$ cat src/rtl/memory_pkg.sv
// Shared constants, state encoding and saturation helper for the reverb datapath.
// Also used by the memory controller gain path.
package memory_pkg;

  localparam int DATA_W    = 16;
  localparam int ACC_W     = 40;
  localparam int FRAC_BITS = 15;
  localparam logic [15:0] MAX_TAPS = 16'h00FF;

  localparam logic [2:0] ST_IDLE      = 3'd0;
  localparam logic [2:0] ST_WAIT_COEF = 3'd1;
  localparam logic [2:0] ST_WAIT_SAMP = 3'd2;
  localparam logic [2:0] ST_MAC       = 3'd3;
  localparam logic [2:0] ST_SCALE     = 3'd4;
  localparam logic [2:0] ST_MIX       = 3'd5;

  // Clamp a wide signed value into the Q1.15 range.
  function automatic logic [15:0] sat16(input logic signed [47:0] x);
    logic [15:0] r;
    if (x > 48'sd32767)       r = 16'h7FFF;
    else if (x < -48'sd32768) r = 16'h8000;
    else                      r = x[15:0];
    return r;
  endfunction

endpackage

$ cat src/rtl/reverb_mac_if.sv
// Word stream from the memory controller: alternating coefficient / delayed-sample words.
// Handshake: a word transfers on a clock edge where mem_valid and mem_ready are both high.
interface reverb_mac_if;
  logic        mem_valid;
  logic        mem_is_coef;
  logic [15:0] mem_data;
  logic        mem_ready;

  modport master (output mem_valid, output mem_is_coef, output mem_data, input mem_ready);
  modport slave  (input mem_valid, input mem_is_coef, input mem_data, output mem_ready);
endinterface

$ cat src/rtl/sat_mul_q15.sv
// Signed Q1.15 multiply with arithmetic rescale and 16-bit saturation.
module sat_mul_q15
  import memory_pkg::*;
(
  input  logic signed [15:0] a,
  input  logic signed [15:0] b,
  output logic        [15:0] y
);
  logic signed [31:0] prod;
  logic signed [31:0] shifted;

  assign prod    = a * b;
  assign shifted = prod >>> FRAC_BITS;
  assign y       = sat16({{16{shifted[31]}}, shifted});
endmodule

$ cat src/rtl/reverb_mac.sv
// Convolution MAC: accumulates coef*sample pairs per frame, applies wet gain,
// mixes in the dry sample and emits one output word per frame.
module reverb_mac
  import memory_pkg::*;
(
  input  logic        clk,
  input  logic        rst,
  input  logic        sample_strobe,
  input  logic [15:0] dry_in,
  input  logic [15:0] taps,
  input  logic [15:0] gain,
  input  logic        err_clr,
  reverb_mac_if.slave mem,
  output logic        out_valid,
  output logic [15:0] out_data,
  output logic        busy,
  output logic        overrun,
  output logic        seq_err,
  output logic [2:0]  dbg_state
);
  logic [2:0]              state_q, state_d;
  logic signed [ACC_W-1:0] acc_q, acc_d;
  logic [15:0]             tap_cnt_q, tap_cnt_d;
  logic [15:0]             taps_q, taps_d;
  logic signed [15:0]      coef_q, coef_d, samp_q, samp_d;
  logic signed [15:0]      dry_q, dry_d, gain_q, gain_d, wet_q, wet_d;
  logic [15:0]             out_data_q, out_data_d;
  logic                    out_valid_q, out_valid_d;
  logic                    overrun_q, overrun_d, seq_err_q, seq_err_d;

  logic                    accept, bad_word;
  logic [15:0]             tap_next;
  logic signed [31:0]      prod;
  logic signed [ACC_W-1:0] acc_shift;
  logic [15:0]             wet_gain;

  assign mem.mem_ready = (state_q == ST_WAIT_COEF) || (state_q == ST_WAIT_SAMP);
  assign accept        = mem.mem_valid && mem.mem_ready;
  assign bad_word      = accept && (((state_q == ST_WAIT_COEF) && !mem.mem_is_coef) ||
                                    ((state_q == ST_WAIT_SAMP) &&  mem.mem_is_coef));
  assign tap_next      = tap_cnt_q + 16'd1;
  assign prod          = coef_q * samp_q;
  assign acc_shift     = acc_q >>> FRAC_BITS;

  sat_mul_q15 u_gain_mul (.a(wet_q), .b(gain_q), .y(wet_gain));

  always_comb begin
    state_d     = state_q;
    acc_d       = acc_q;
    tap_cnt_d   = tap_cnt_q;
    taps_d      = taps_q;
    coef_d      = coef_q;
    samp_d      = samp_q;
    dry_d       = dry_q;
    gain_d      = gain_q;
    wet_d       = wet_q;
    out_data_d  = out_data_q;
    out_valid_d = 1'b0;
    // Error flags: a new event in the same cycle as err_clr keeps the flag set.
    overrun_d   = (sample_strobe && (state_q != ST_IDLE)) || (overrun_q && !err_clr);
    seq_err_d   = bad_word || (seq_err_q && !err_clr);

    case (state_q)
      ST_IDLE: begin
        if (sample_strobe) begin
          dry_d     = dry_in;
          gain_d    = gain;
          taps_d    = (taps > MAX_TAPS) ? MAX_TAPS : taps;
          acc_d     = '0;
          tap_cnt_d = '0;
          state_d   = (taps == 16'd0) ? ST_SCALE : ST_WAIT_COEF;
        end
      end
      ST_WAIT_COEF: begin
        if (accept && mem.mem_is_coef) begin
          coef_d  = mem.mem_data;
          state_d = ST_WAIT_SAMP;
        end
      end
      ST_WAIT_SAMP: begin
        if (accept && !mem.mem_is_coef) begin
          samp_d  = mem.mem_data;
          state_d = ST_MAC;
        end
      end
      ST_MAC: begin
        acc_d     = acc_q + {{(ACC_W-32){prod[31]}}, prod};
        tap_cnt_d = tap_next;
        state_d   = (tap_next == taps_q) ? ST_SCALE : ST_WAIT_COEF;
      end
      ST_SCALE: begin
        wet_d   = sat16({{(48-ACC_W){acc_shift[ACC_W-1]}}, acc_shift});
        state_d = ST_MIX;
      end
      ST_MIX: begin
        out_data_d  = sat16({{32{dry_q[15]}}, dry_q} + {{32{wet_gain[15]}}, wet_gain});
        out_valid_d = 1'b1;
        state_d     = ST_IDLE;
      end
      default: state_d = ST_IDLE;
    endcase
  end

  always_ff @(posedge clk or posedge rst) begin
    if (rst) begin
      state_q     <= ST_IDLE;
      acc_q       <= '0;
      tap_cnt_q   <= '0;
      taps_q      <= '0;
      coef_q      <= '0;
      samp_q      <= '0;
      dry_q       <= '0;
      gain_q      <= '0;
      wet_q       <= '0;
      out_data_q  <= '0;
      out_valid_q <= 1'b0;
      overrun_q   <= 1'b0;
      seq_err_q   <= 1'b0;
    end else begin
      state_q     <= state_d;
      acc_q       <= acc_d;
      tap_cnt_q   <= tap_cnt_d;
      taps_q      <= taps_d;
      coef_q      <= coef_d;
      samp_q      <= samp_d;
      dry_q       <= dry_d;
      gain_q      <= gain_d;
      wet_q       <= wet_d;
      out_data_q  <= out_data_d;
      out_valid_q <= out_valid_d;
      overrun_q   <= overrun_d;
      seq_err_q   <= seq_err_d;
    end
  end

  assign out_valid = out_valid_q;
  assign out_data  = out_data_q;
  assign busy      = (state_q != ST_IDLE);
  assign overrun   = overrun_q;
  assign seq_err   = seq_err_q;
  assign dbg_state = state_q;
endmodule

$ cat src/flat_wrapper.sv
// flat-port wrapper written by rule: the top's interface ports become plain ports
module reverb_mac_flat import memory_pkg::*;
  (clk, rst, sample_strobe, dry_in, taps, gain, err_clr, out_valid, out_data, busy, overrun, seq_err, dbg_state, mem_mem_valid, mem_mem_is_coef, mem_mem_data, mem_mem_ready);
  reverb_mac_if mem_i ();
  input  logic clk;
  input  logic rst;
  input  logic sample_strobe;
  input  logic [15:0] dry_in;
  input  logic [15:0] taps;
  input  logic [15:0] gain;
  input  logic err_clr;
  output logic out_valid;
  output logic [15:0] out_data;
  output logic busy;
  output logic overrun;
  output logic seq_err;
  output logic [2:0] dbg_state;
  input wire logic [$bits(mem_i.mem_valid)-1:0] mem_mem_valid;
  input wire logic [$bits(mem_i.mem_is_coef)-1:0] mem_mem_is_coef;
  input wire logic [$bits(mem_i.mem_data)-1:0] mem_mem_data;
  output wire logic [$bits(mem_i.mem_ready)-1:0] mem_mem_ready;
  assign mem_i.mem_valid = mem_mem_valid;
  assign mem_i.mem_is_coef = mem_mem_is_coef;
  assign mem_i.mem_data = mem_mem_data;
  assign mem_mem_ready = mem_i.mem_ready;
  reverb_mac u_core (.clk(clk), .rst(rst), .sample_strobe(sample_strobe), .dry_in(dry_in), .taps(taps), .gain(gain), .err_clr(err_clr), .mem(mem_i), .out_valid(out_valid), .out_data(out_data), .busy(busy), .overrun(overrun), .seq_err(seq_err), .dbg_state(dbg_state));
endmodule
$ cat config.mk
export PLATFORM = sky130hd
export DESIGN_NAME = reverb_mac_flat
export DESIGN_NICKNAME = d
export VERILOG_FILES = /design/src/rtl/memory_pkg.sv /design/src/rtl/reverb_mac_if.sv /design/src/rtl/sat_mul_q15.sv /design/src/rtl/reverb_mac.sv /design/src/flat_wrapper.sv
export SDC_FILE = /design/constraint.sdc
export NUM_CORES = 2
export LEC_CHECK = 0
export ABC_AREA = 0
export BUFFER_PORTS_ARGS = -buffer_cell sky130_fd_sc_hd__buf_2
export CAP_MARGIN = 40
export CELL_PAD_IN_SITES_DETAIL_PLACEMENT = 2
export CELL_PAD_IN_SITES_GLOBAL_PLACEMENT = 2
export CORE_MARGIN = 2
export CORE_UTILIZATION = 38
export CTS_CLUSTER_DIAMETER = 150
export DETAILED_ROUTE_END_ITERATION = 7
export GPL_TIMING_DRIVEN = 0
export PLACE_DENSITY = 0.83
export SLEW_MARGIN = 20
export SYNTH_ARGS = -nofsm -noshare
export SYNTH_HDL_FRONTEND = slang
export SYNTH_SLANG_ARGS = --single-unit
$ cat constraint.sdc
create_clock -name clk -period 8.7 [get_ports clk]
set_input_delay 1.305 -clock clk [delete_from_list [all_inputs] [get_ports clk]]
set_output_delay 1.305 -clock clk [all_outputs]
set_load 0.02 [all_outputs]
==> impl_results.md <==
* Crit end category: flop
* Slew Limit Fails at 0
* Post-Route Setup TNS at -52240 ps
* Chip Height at 281 um
* Routed Wire Length at 193 mm
* Global-route wire length before repair at 211 mm
* Vias per inst at 6.76
* Outcome: finished, violations left
* Critical Path Source Type: flop
* Final Critical Period at 10900 ps
* Initial antenna violation count at 24
* Post-synth EDFFs at 0
* Starting DRC count in detailed routing at 3979
* Final setup viols at 37
* Detailed-route wire length per cell at 43.0 um
* Syn Nets at 3993
* Synth area leader: fa_1
* #FFs+latches synth at 174
* Largest cells by area after synthesis: fa_1 (36%), dfrtp_1 (15%), ha_1 (9.3%), inv_1 (8.0%), nand2_1 (5.8%)
* Vias at 30.4k
* Number of library cell types mapped by synthesis at 65
* Clock sink count at 174
* Clock transition at path regs at 110 ps
* Largest stage delay, worst path at 800 ps
* Synth Instances at 3181
* Fin nets at 4292
* Grt total ovfl at 0
* Max_cap viols at 0
* Post-Syn Area at 29100 um^2
* Ys async rst share at 100%
* Finished Cell Area at 35000 um^2
* Sum of net half-perimeters after detailed placement at 84.0 mm
* Kind of critical path: reg -> reg
* Synth Warn # at 0
* Row cnt at 101
* Tcrit/Tclk final at 125%
* Most used cell along the critical path: fa_1
* Die area at 78700 um^2
* Fillers at 7998
* Worst Path Max Fanout at 10
* Largest net degree at the start of global routing at 90
* WP buf/inv at 10
* WP data arrival at 11330 ps
* Detailed Routing Iterations Pass 1 at 7
* Critical Path RT at 9130 ps
* All-Layer GR Usage at 36.8%
* Hold Vio Cnt, Final at 0
* DRC at 0
* Starting Density at 38.3%
* Core area at 75800 um^2
* Die X at 281 um
* Delay-heaviest family, CP: adder cells
* Worst Tran Pin Value at 1040 ps
* Final Worst Setup Slack at -2200 ps
* H-tree depth at 4
* Fmax at 91.8 MHz
* Area Overhead vs Synth at 20.4%
* I/O pin cnt at 94
* Slew margin rel. at 30.8%
* Number of global-route vias before repair at 31.7k
* Number of port buffers at 93
* Crit-path slowest cell: fa_2
* CTS Buf Count at 17
* Post-Place Cell Area at 30800 um^2
* Hold crit path type: reg -> reg
* Sequential fraction of the synthesis area at 15.0%
* GP Congestion at 0.893
* Mean Syn Cell Area at 9.14 um^2
* Clock latency on the worst-skew pair at 550 ps
* Violated checks: negative setup slack
* CTS max path bufs at 2
* Post-synth top area share at 36.2%
* Layout cells sized above 1 at 21.0%
* CTS tree: built
* Routed Antenna Nets at 0
* Top FF cell, synth: dfrtp_1
* RSZ-0062 raised after global routing: true
* Final Skew at 26.2 ps
* CTS Root Cell: clkbuf_16
-- synthesized netlist by cell type (5+ instances only) --
cell and number:
o211ai_1 8, nand4_1 10, a21boi_0 5, inv_1 623, nor4_1 7, fa_1 525
o22a_1 7, and2_1 233, clkbuf_1 116, xnor2_1 85, xor2_1 49, or3_1 6
nand3_1 50, o2111ai_1 6, dfrtp_1 174, maj3_1 13, o21bai_1 15, ha_1 217
o31ai_1 7, nor3_1 24, a21o_1 40, nand2b_1 31, o21ai_0 126, o21a_1 26
nor2_1 90, nand2_1 453, and3_1 15, nor2b_1 15, a21oi_1 91, a311oi_1 7
a211oi_1 10, mux2_2 34, a31oi_1 10
-- worst paths after layout --
check	slack [ps]	end	cells after the start	from
hold / removal	520	u_core.out_data[4]$_DFFE_PP0P_	2	u_core.out_data[4]$_DFFE_PP0P_
setup / recovery	-2200	u_core.out_data[2]$_DFFE_PP0P_	37	u_core.gain_q[6]$_DFFE_PP0P_
min in group asynchronous	890	u_core.dry_q[0]$_DFFE_PP0P_	2	rst
max in group asynchronous	6650	u_core.coef_q[15]$_DFFE_PP0P_	3	rst
setup reg to reg	-2200	u_core.out_data[2]$_DFFE_PP0P_	37	u_core.gain_q[6]$_DFFE_PP0P_
hold reg to reg	520	u_core.out_data[4]$_DFFE_PP0P_	2	u_core.out_data[4]$_DFFE_PP0P_
-- per-stage QoR --
step                      util [%]  setup slack, ps  hold slack (ps)  instances
after floorplan                  -             7.82              452       3181
after global placement        40.6            -2060              456       4252
after detailed placement      40.7            -2630              467       4257
after CTS                     43.9             -508              490       4385
after global routing          46.1            -2010              560       4480
final                         46.2            -2200              515       4493
-- final cells by class --
type | instances | area [um^2] | share of cell area (%)
buffer | 109 | 1000 | 2.86
tap | 978 | 1220 | 3.49
clock buffer | 17 | 425 | 1.21
inverter | 623 | 2350 | 6.71
timing repair buffer | 294 | 2190 | 6.26
sequential | 174 | 4430 | 12.7
multi-input combinational | 2261 | 23100 | 66.0
antenna | 22 | 55.1 | 0.157
clock inverter | 15 | 230 | 0.657
-- layer usage --
layer,vias up,share of wire [%],GRT usage (%)
met3,1597,13,7.82
li1,10400,-,-
met1,15100,31,40.3
met4,18,13,27.3
met5,-,0.053,0
met2,3226,43,63.0
-- state kept, by name (all words and copies together), names as in the netlist --
signal	cells
u_core.acc_q	40
u_core.coef_q	16
u_core.dbg_state	3
u_core.dry_q	16
u_core.gain_q	16
u_core.out_data	16
u_core.out_valid	1
u_core.overrun	1
u_core.samp_q	16
u_core.seq_err	1
u_core.tap_cnt_q	16
u_core.taps_q	16
u_core.wet_q	16
-- placed cells by master, fill, tap and decap left out, drive strengths merged, types with 22 or more instances in the layout --
master,Yosys,layout
nor3,24,24
nand3,50,50
nor2,90,90
a21o,40,40
mux2,34,34
o21ai,128,128
diode,0,22
o21a,26,26
dfrtp,174,174
buf,7,326
ha,217,217
xor2,49,49
inv,623,633
and2,233,233
fa,525,525
xnor2,85,85
a21oi,91,91
nand2,453,453
clkbuf,116,94
nand2b,31,31
-- worst reg2reg max path, delay by kind of cell (launching register included) --
family / cells / cell delay (ps)
adder cells (fa/ha/maj): 9 / 4550
AO/OA/AOI/OAI: 14 / 2900
buffers and inverters: 10 / 1790
AND/OR/NAND/NOR: 2 / 550
flip-flops: 1 / 440
multiplexers: 1 / 380
XOR/XNOR: 1 / 200
-- timing repair --
item	in CTS	in global routing
gates cloned	1	2
buffers inserted	106	80
endpoints found under the setup margin	37	34
pin swaps	50	148
hold buffers	0	0
gates resized for setup	325	279
-- cells by family (layout without fill, tap and decap cells) --
| family | after synthesis | after routing | synth area share (%) |
|---|---|---|---|
| adder cells (fa/ha/maj) | 755 | 755 | 45.9 |
| other | 0 | 22 | 0 |
| AO/OA/AOI/OAI | 390 | 390 | 8.48 |
| XOR/XNOR | 135 | 135 | 4.11 |
| flip-flops | 174 | 174 | 15.0 |
| multiplexers | 36 | 36 | 1.39 |
| AND/OR/NAND/NOR | 945 | 945 | 15.4 |
| buffers and inverters | 746 | 1058 | 9.67 |
Power is not shown: default switching activity piles up to over one toggle a cycle in this logic, so the estimate is an artifact.
